==> src/rtl/freq_generator_if.sv <==
// Control/status bundle of the phase-accumulator square-wave generator.
// The bench drives through master; the generator sits on slave.
interface freq_generator_if #(
  parameter int FREQ_W = 16
);
  logic              enable;
  logic              load;
  logic [FREQ_W-1:0] freq_set;
  logic              OUT;
  logic              rise;
  logic [FREQ_W-1:0] freq_active;
  logic              pending;

  modport master (
    output enable, load, freq_set,
    input  OUT, rise, freq_active, pending
  );

  modport slave (
    input  enable, load, freq_set,
    output OUT, rise, freq_active, pending
  );
endinterface

==> src/rtl/freq_generator.sv <==
// Square-wave source with an exact long-run rate from a phase accumulator.
// Frequency changes made while running wait for the next rising edge of OUT.
module freq_generator #(
  parameter int unsigned CLK_HZ = 100000000,
  parameter int          FREQ_W = 16,
  parameter int          ACC_W  = 28
) (
  input  logic             CLK,
  input  logic             RESET,
  freq_generator_if.slave  bus
);
  typedef logic [ACC_W:0] sum_t;

  localparam sum_t LIM  = sum_t'(CLK_HZ);
  localparam sum_t HALF = sum_t'(CLK_HZ / 2);

  logic [ACC_W-1:0]  r_acc;
  logic              r_out;
  logic              r_rise;
  logic [FREQ_W-1:0] r_freq_active;
  logic [FREQ_W-1:0] r_pend;
  logic              r_pending;

  logic [ACC_W-1:0]  w_acc_nxt;
  logic              w_out_nxt;
  logic              w_rise_nxt;
  logic [FREQ_W-1:0] w_freq_nxt;
  logic [FREQ_W-1:0] w_pend_nxt;
  logic              w_pending_nxt;

  logic              w_running;
  sum_t              w_set_ext;
  logic [FREQ_W-1:0] w_fs;
  sum_t              w_step;
  sum_t              w_sum;
  logic              w_toggle;
  logic [ACC_W-1:0]  w_acc_adv;

  assign w_running = bus.enable && (r_freq_active != '0);

  // Compare at accumulator width: CLK_HZ/2 need not fit in FREQ_W bits.
  assign w_set_ext = sum_t'(bus.freq_set);
  assign w_fs      = (w_set_ext > HALF) ? FREQ_W'(HALF) : bus.freq_set;

  assign w_step    = sum_t'(r_freq_active) << 1;
  assign w_sum     = {1'b0, r_acc} + w_step;
  assign w_toggle  = (w_sum >= LIM);
  assign w_acc_adv = w_toggle ? ACC_W'(w_sum - LIM) : ACC_W'(w_sum);

  always_comb begin
    // NOTE: every output of this block gets a default first, so no path can infer a latch.
    w_acc_nxt     = '0;
    w_out_nxt     = 1'b0;
    w_rise_nxt    = 1'b0;
    w_freq_nxt    = r_freq_active;
    w_pend_nxt    = r_pend;
    w_pending_nxt = r_pending;

    if (w_running) begin
      w_acc_nxt = w_acc_adv;
      w_out_nxt = r_out ^ w_toggle;
      if (w_toggle && !r_out) begin
        w_rise_nxt = 1'b1;
        if (r_pending) begin
          // New phase starts on this rising edge; a pending zero stops the output here.
          w_freq_nxt    = r_pend;
          w_pending_nxt = 1'b0;
          w_acc_nxt     = '0;
          if (r_pend == '0) begin
            w_out_nxt  = 1'b0;
            w_rise_nxt = 1'b0;
          end
        end
      end
      if (bus.load) begin
        w_pend_nxt    = w_fs;
        w_pending_nxt = 1'b1;
      end
    end else begin
      if (r_pending) begin
        w_freq_nxt    = r_pend;
        w_pending_nxt = 1'b0;
      end
      if (bus.load) begin
        w_freq_nxt    = w_fs;
        w_pending_nxt = 1'b0;
      end
    end
  end

  always_ff @(posedge CLK or negedge RESET) begin
    if (!RESET) begin
      r_acc         <= '0;
      r_out         <= 1'b0;
      r_rise        <= 1'b0;
      r_freq_active <= '0;
      r_pend        <= '0;
      r_pending     <= 1'b0;
    end else begin
      // NOTE: non-blocking updates so every register sees the pre-edge values of the others.
      r_acc         <= w_acc_nxt;
      r_out         <= w_out_nxt;
      r_rise        <= w_rise_nxt;
      r_freq_active <= w_freq_nxt;
      r_pend        <= w_pend_nxt;
      r_pending     <= w_pending_nxt;
    end
  end

  assign bus.OUT         = r_out;
  assign bus.rise        = r_rise;
  assign bus.freq_active = r_freq_active;
  assign bus.pending     = r_pending;
endmodule

==> src/flat_wrapper.sv <==
// flat-port wrapper written by rule: the top's interface ports become plain ports
module freq_generator_flat 
#(
  parameter int unsigned CLK_HZ = 100000000,
  parameter int          FREQ_W = 16,
  parameter int          ACC_W  = 28
)
  (CLK, RESET, bus_enable, bus_load, bus_freq_set, bus_OUT, bus_rise, bus_freq_active, bus_pending);
  freq_generator_if #(.FREQ_W(FREQ_W)) bus_i ();
  input  logic CLK;
  input  logic RESET;
  input wire logic [$bits(bus_i.enable)-1:0] bus_enable;
  input wire logic [$bits(bus_i.load)-1:0] bus_load;
  input wire logic [$bits(bus_i.freq_set)-1:0] bus_freq_set;
  output wire logic [$bits(bus_i.OUT)-1:0] bus_OUT;
  output wire logic [$bits(bus_i.rise)-1:0] bus_rise;
  output wire logic [$bits(bus_i.freq_active)-1:0] bus_freq_active;
  output wire logic [$bits(bus_i.pending)-1:0] bus_pending;
  assign bus_i.enable = bus_enable;
  assign bus_i.load = bus_load;
  assign bus_i.freq_set = bus_freq_set;
  assign bus_OUT = bus_i.OUT;
  assign bus_rise = bus_i.rise;
  assign bus_freq_active = bus_i.freq_active;
  assign bus_pending = bus_i.pending;
  freq_generator #(.CLK_HZ(CLK_HZ), .FREQ_W(FREQ_W), .ACC_W(ACC_W)) u_core (.CLK(CLK), .RESET(RESET), .bus(bus_i));
endmodule
==> config.mk <==
export PLATFORM = sky130hd
export DESIGN_NAME = freq_generator_flat
export DESIGN_NICKNAME = d
export VERILOG_FILES = /design/src/rtl/freq_generator_if.sv /design/src/rtl/freq_generator.sv /design/src/flat_wrapper.sv
export SDC_FILE = /design/constraint.sdc
export NUM_CORES = 1
export LEC_CHECK = 0
export CAP_MARGIN = 20
export CELL_PAD_IN_SITES_DETAIL_PLACEMENT = 1
export CELL_PAD_IN_SITES_GLOBAL_PLACEMENT = 2
export CORE_UTILIZATION = 33
export DETAILED_ROUTE_END_ITERATION = 16
export PLACE_DENSITY = 0.8
export REMOVE_ABC_BUFFERS = 1
export SYNTH_ARGS = -nofsm -noshare
export SYNTH_HDL_FRONTEND = slang
export SYNTH_SLANG_ARGS = --single-unit
==> constraint.sdc <==
create_clock -name CLK -period 4.9 [get_ports CLK]
set_clock_uncertainty 0.2 [all_clocks]
set_input_delay 0.98 -clock CLK [delete_from_list [all_inputs] [get_ports CLK]]
set_output_delay 0.98 -clock CLK [all_outputs]
set_load 0.02 [all_outputs]
==> results of run 1 <==
## power groups by stage
stage	Sequential (mW)	Combinational (mW)	Clock, mW
5_1_grt	0.727	1.95	0.690
4_1_cts	0.712	1.76	0.670
3_3_place_gp	0.716	1.69	0
2_1_floorplan	0.725	1.18	0
3_5_place_dp	0.720	1.74	0
6_report	0.713	1.78	0.657
## repair_timing
action                                 in CTS  in global routing
pin swaps                                   0                  1
gates resized for setup                     1                  5
endpoints found under the hold margin       0                  0
setup endpoints to repair                  16                 26
hold buffers                                0                  0
## final cells by class
class	count	share of cell area (%)
Clock buffer	11	4.89
Clock inverter	5	1.09
Inverter	9	0.653
Multi-Input combinational cell	357	48.6
Sequential cell	62	30.0
Tap cell	168	4.06
Timing Repair Buffer	62	10.7
## through the flow
stage | util, % | hold slack (ns) | instance area [um2] | std cells | TNS, ns
CTS | 42.4 | 0.335 | 5150 | 674 | 0
floorplan | - | 0.294 | 4070 | 428 | -0.877
finish | 42.5 | 0.335 | 5170 | 674 | 0
global route | 42.5 | 0.355 | 5170 | 674 | 0
global placement | 39.8 | 0.313 | 4840 | 658 | 0
detailed placement | 39.8 | 0.323 | 4840 | 658 | -0.135
## cell usage after synthesis (4+ instances only)
master / n / area [um2]
ha_1: 19 / 238
o21ai_1: 7 / 35.0
nand2_1: 25 / 93.8
or4_1: 4 / 30.0
a21o_1: 15 / 113
o21a_1: 4 / 30.0
dfrtp_1: 62 / 1550
nor2_1: 39 / 146
o21ai_0: 15 / 75.1
o22ai_1: 16 / 100
buf_2: 6 / 30.0
and2_1: 7 / 43.8
or3_1: 4 / 25.0
a21oi_1: 47 / 235
mux2_2: 17 / 191
nor4_1: 9 / 56.3
xnor2_1: 12 / 105
o211ai_1: 4 / 30.0
and3_1: 8 / 50.1
nand4_1: 8 / 50.1
nand3_1: 12 / 60.1
inv_1: 8 / 30.0
nor3_1: 13 / 65.1
xor2_1: 11 / 96.3
clkbuf_1: 11 / 41.3
## worst paths after layout
kind / start / end / slack (ns) / depth (start not counted)
setup reg to reg: u_core.bus.freq_active[0]$_DFFE_PN0P_ / u_core.r_acc[16]$_DFF_PN0_ / 0.30 / 20
hold / removal: u_core.r_pend[13]$_DFFE_PN0P_ / u_core.r_pend[13]$_DFFE_PN0P_ / 0.34 / 1
hold reg to reg: u_core.r_pend[13]$_DFFE_PN0P_ / u_core.r_pend[13]$_DFFE_PN0P_ / 0.34 / 1
max in group asynchronous: RESET / u_core.r_acc[18]$_DFF_PN0_ / 3.06 / 2
setup / recovery: u_core.bus.freq_active[0]$_DFFE_PN0P_ / u_core.r_acc[16]$_DFF_PN0_ / 0.30 / 20
min in group asynchronous: RESET / u_core.r_pend[2]$_DFFE_PN0P_ / 0.58 / 1
## flip-flops by register name, indices dropped and copies added (netlist names)
| signal | cells |
|---|---|
| u_core.bus.rise | 1 |
| u_core.bus.freq_active | 16 |
| u_core.bus.pending | 1 |
| u_core.r_pend | 16 |
| u_core.bus.OUT | 1 |
| u_core.r_acc | 27 |
## kinds of logic after synthesis
family | count (synthesis) | synth area share (%)
buffers and inverters | 29 | 3.18
multiplexers | 20 | 5.31
XOR/XNOR | 23 | 4.83
flip-flops | 62 | 37.2
adder cells (fa/ha/maj) | 20 | 6.18
AO/OA/AOI/OAI | 145 | 24.4
AND/OR/NAND/NOR | 149 | 19.0
## routing by layer
layer	routed length (um)	vias to the layer above	GRT usage, %
li1	-	1793	-
met1	6300	1860	28.3
met3	238	14	3.02
met4	182	0	7.71
met2	5660	53	31.1
met5	0	-	0
==> reports/qor.csv, run 1 <==
metric,value,unit
final net count,541,
CTS root buf,clkbuf_16,
largest net degree at the start of global routing,41,
most frequent cells in the layout,"dfrtp_1, a21oi_1, nor2_1, clkdlybuf4s50_1, nand2_1",
Post-CTS Setup Bufs,0,
Port Buffers,38,
CTS HTree Levels,3,
endpoints failing hold,0,
fill cell count,1394,
row count,40,
CP bufs+invs,3,
Global Route Usage Sum,20.1,%
ys flop type,dfrtp_1,
DIE HEIGHT,114,um
CP Cell Sequence,ha_2 -> fa_2 -> a21o_1 -> a221oi_2 -> a21oi_1 -> xor2_1 -> inv_1 -> ha_1 -> nand3_1 -> nor3_1 -> nand3_1 -> nor4_4 -> a311o_2 -> o22ai_4 -> inv_2 -> ha_1 -> buf_4 -> a21o_1 -> or4_1 -> nand2_1,
Max Slew Vio Count,0,
Die ar.,0.0131,mm2
Power Total,3.15,mW
Power Internal,1.76,mW
Switch Pwr,1.38,mW
Starting Density,34.3,%
Routed Antenna Nets,0,
CP arrival,4.66,ns
worst slack at placement,-0.0389,ns
setup ws final,0.303,ns
Slew @ Worst Pin,0.907,ns
via count,3720,
status,finished clean,
Gate Count Post-Synth,448,
Critical Path End Type,flop,
Startpoint Class,flop,
Yosys Warn Count,0,
Sink Count,62,
clk slew on worst S/H paths,0.06,ns
"commonest non-fill, non-tap cell in the layout",dfrtp_1,
Avg WL per Cell,18.4,um
crit path kind,flop to flop,
Inserted Diodes,0,
RePlAce Congestion,0.864,
slew margin rel.,39.5,%
worst stage delay on the critical path,0.49,ns
netlist area before placement,0.00417,mm2
Multi-input gate area,0.00251,mm2
"FF+latch count, synth",62,
WL final,12400,um
fin crit period,4.60,ns
DRC viols,0,
Yosys cell types,69,
Worst Path Required,4.97,ns
P_leak,2.14,nW
unrepaired setup endpoints after global routing,false,
period utilisation layout,93.8,%
worst-case clock buffer depth,2,
share of cells above drive strength 1,16.8,%
"Clk Latency, worst-skew pair",0.34,ns
Net Sw Frac,44.0,%
chip width,114,um
maximum fanout along the worst path,5,
vias per inst,5.52,
"Max stage delay cell, worst path",or4_1,
Async SR Flop Fraction,100,%
gr ovfl total,0,
register area,0.00155,mm2
CTS tree,done,
largest delay contributor family on the critical path,compound AO/OA/AOI/OAI gates,
number of CTS-inserted buffers,9,
P per Cell Area,608,mW/mm2
Hold Path Class,flop to flop,
Core Region,0.0122,mm2
maxcap violations,0,
sequential-to-total area share from yosys stat,37.2,%
Avg Inst Size Synth,9.31,um2
clock power share,20.9,%
Logic pwr share,56.5,%
initial antenna violation count,0,
Pre-Repair DR Iteration Count,4,
Setup Viol. Count Final,0,
Area Growth Syn to Fin,24.0,%
# IOs,39,
Max VDD drop,0.194,mV
FMAX,218,MHz
power share of the sequential group,22.7,%
first-pass GRT wire length,20200,um
number of global-route vias before repair,3847,
dpl hpwl,9520,um
Initial DRC Count,186,
number of synthesized flops with an enable pin,0,
Note: power is estimated with default switching activity, not from simulation.
==> inputs of run 2 (changes only) <==
--- a/config.mk
+++ b/config.mk
@@ -5,10 +5,11 @@
 export SDC_FILE = /design/constraint.sdc
 export NUM_CORES = 1
 export LEC_CHECK = 0
+export ABC_AREA = 1
 export CAP_MARGIN = 20
 export CELL_PAD_IN_SITES_DETAIL_PLACEMENT = 1
 export CELL_PAD_IN_SITES_GLOBAL_PLACEMENT = 2
-export CORE_UTILIZATION = 33
+export CORE_UTILIZATION = 29
 export DETAILED_ROUTE_END_ITERATION = 16
 export PLACE_DENSITY = 0.8
 export REMOVE_ABC_BUFFERS = 1
==> run 2 against run 1 <==
Against the previous run:
- non-clock buffer count down 17
- first-iteration DRC count is 21% higher
- largest cell class unchanged
- final area is 14% higher
- die area grew 35%
- sequential power shrank 2%
==> reports/qor.csv, run 2 <==
metric,value,unit,change
ys flop type,dfrtp_1,,
Avg Inst Size Synth,6.32,um2,-32%
via count,5085,,+37%
WL final,15800,um,+27%
chip width,133,um,+16%
Power Total,2.68,mW,-15%
number of synthesized flops with an enable pin,0,,unchanged
CP most frequent cell,nand2_1,,
synth cell count leaders,"nand2_1, inv_1, nor2_1",,
"Max stage delay cell, worst path",fa_1,,
Sink Count,62,,unchanged
maximum fanout along the worst path,13,,+8
Slew @ Worst Pin,1.09,ns,+0.179 ns
RePlAce Congestion,0.871,,+0.78%
Inserted Diodes,0,,unchanged
period utilisation layout,89.2,%,-4.6 points
Biggest register,u_core.r_acc,,
Port Buffers,38,,unchanged
top cell type's share of synthesized area,31.2,%,-6.0 points
unrepaired setup endpoints after global routing,false,,
"FF+latch count, synth",62,,unchanged
row count,47,,+18%
netlist area before placement,0.00498,mm2,+19%
first-pass GRT wire length,26600,um,+32%
Yosys Warn Count,0,,unchanged
DIE HEIGHT,133,um,+16%
Initial DRC Count,225,,+21%
sequential-to-total area share from yosys stat,31.2,%,-6.0 points
"Clk Latency, worst-skew pair",0.33,ns,about the same
endpoints failing hold,0,,unchanged
Worst Path Required,4.93,ns,-0.04 ns
Gate Count Post-Synth,787,,+76%
CP arrival,4.40,ns,-0.26 ns
max reg flops,27,,unchanged
most numerous cell in the Yosys netlist,nand2_1,,
Switch Pwr,1.22,mW,-12%
gr ovfl total,0,,unchanged
Starting Density,29.9,%,-4.4 points
maxcap violations,0,,unchanged
Avg WL per Cell,15.0,um,-18%
setup TNS,0,ns,unchanged
fin crit period,4.37,ns,-0.228 ns
dpl hpwl,13000,um,+36%
Max Slew Vio Count,0,,unchanged
Logic pwr share,50.1,%,-6.4 points
Critical Path End Type,flop,,
"commonest non-fill, non-tap cell in the layout",nand2_1,,
crit path kind,flop to flop,,
initial antenna violation count,0,,unchanged
most frequent cells in the layout,"nand2_1, inv_1, nor2_1, dfrtp_1, nand3_1",,
Global Route Usage Sum,19.1,%,-1.0 points
power share of the sequential group,26.1,%,+3.4 points
slew margin rel.,27.6,%,-12 points
status,finished clean,,
P_leak,3.00,nW,+40%
clock power share,23.8,%,+2.9 points
Startpoint Class,flop,,
share of cells above drive strength 1,10.2,%,-6.6 points
Die ar.,0.0177,mm2,+35%
CTS root buf,clkbuf_16,,
Setup Viol. Count Final,0,,unchanged
vias per inst,4.84,,-12%
number of CTS-inserted buffers,9,,unchanged
largest net degree at the start of global routing,36,,-12%
# IOs,39,,unchanged
Hold Path Class,flop to flop,,
final net count,866,,+60%
cts hold-fix bufs,0,,unchanged
FMAX,229,MHz,+5.2%
clk slew on worst S/H paths,0.05,ns,about the same
Pre-Repair DR Iteration Count,4,,unchanged
P per Cell Area,453,mW/mm2,-26%
worst stage delay on the critical path,0.43,ns,-0.06 ns
worst-case clock buffer depth,2,,unchanged
CTS tree,done,,
CTS HTree Levels,3,,unchanged
Power Internal,1.46,mW,-17%
Net Sw Frac,45.4,%,+1.4 points
Routed Antenna Nets,0,,unchanged
Async SR Flop Fraction,100,%,unchanged
cells taking the most area after synthesis,"dfrtp_1, nand2_1, inv_1",,
number of global-route vias before repair,5319,,+38%
Max VDD drop,0.196,mV,+0.88%
Yosys cell types,35,,-49%
post-synth top area cell,dfrtp_1,,
DRC viols,0,,unchanged
Area Growth Syn to Fin,18.9,%,
Core Region,0.0166,mm2,+37%
-- run 2: path summary, 6_finish.rpt --
kind / from / endpoint / slack [ns] / cells past startpoint
max in group asynchronous: RESET / u_core.r_acc[20]$_DFF_PN0_ / 3.12 / 2
worst min register to register: u_core.r_pend[13]$_DFFE_PN0P_ / u_core.r_pend[13]$_DFFE_PN0P_ / 0.32 / 2
worst min-delay path: u_core.r_pend[13]$_DFFE_PN0P_ / u_core.r_pend[13]$_DFFE_PN0P_ / 0.32 / 2
worst max register to register: u_core.bus.freq_active[0]$_DFFE_PN0P_ / u_core.bus.freq_active[5]$_DFFE_PN0P_ / 0.53 / 28
worst max-delay path: u_core.bus.freq_active[0]$_DFFE_PN0P_ / u_core.bus.freq_active[5]$_DFFE_PN0P_ / 0.53 / 28
min in group asynchronous: RESET / u_core.r_pend[4]$_DFFE_PN0P_ / 0.47 / 1
-- run 2: per-stage QoR --
stage	utilization, %	hold WS (ns)	cell area (um2)	worst slack, ns	std cells
3_3_place_gp	33.6	0.293	5590	0.457	1034
2_1_floorplan	-	0.275	4890	0.725	770
3_5_place_dp	33.6	0.306	5590	0.324	1034
5_1_grt	35.5	0.341	5920	0.0633	1051
6_report	35.5	0.318	5920	0.531	1051
4_1_cts	35.4	0.318	5890	0.314	1050
-- run 2: timing repair --
action | in CTS | in global routing
resized for setup | 0 | 2
endpoints found under the hold margin | 0 | 0
setup buffers | 0 | 0
endpoints found under the setup margin | 0 | 8
-- run 2: cell families (layout without fill, tap and decap cells) --
| family | after synthesis | after routing | synth area share (%) |
|---|---|---|---|
| flip-flops | 62 | 62 | 31.2 |
| buffers and inverters | 158 | 202 | 12.4 |
| AND/OR/NAND/NOR | 441 | 441 | 38.5 |
| adder cells (fa/ha/maj) | 20 | 20 | 5.18 |
| AO/OA/AOI/OAI | 101 | 101 | 11.7 |
| XOR/XNOR | 5 | 5 | 1.03 |
-- run 2: final cells by class --
class	instances	area, um2
clock buffers	12	256
fillers	2140	10700
multi-input cells	567	2820
inverters	141	529
well taps	220	275
flip-flops and latches	62	1550
repair buffers	45	435
clock inverters	4	45.0
-- run 2: metal layers --
layer	part of all wire, %	up-vias	wire [um]	global-route usage, %
met5	0	-	0	0
met4	1.4	0	215	5.62
met3	1.9	14	297	2.03
met2	49	65	7650	33.4
met1	48	2455	7590	24.7
li1	-	2551	-	-
-- run 2: critical path: cells and delay by family (launching register included) --
kind	cells	cell delay, ns
AO/OA/AOI/OAI	2	0.22
adder cells (fa/ha/maj)	4	1.07
buffers and inverters	4	0.53
flip-flops	1	0.42
AND/OR/NAND/NOR	18	1.83
-- run 2: power by group through the flow --
stage | logic [mW] | registers [mW] | clock network [mW]
after floorplan | 0.920 | 0.700 | 0
after global placement | 1.30 | 0.705 | 0
after detailed placement | 1.34 | 0.708 | 0
after CTS | 1.35 | 0.700 | 0.652
after global routing | 1.52 | 0.710 | 0.675
final | 1.34 | 0.700 | 0.638
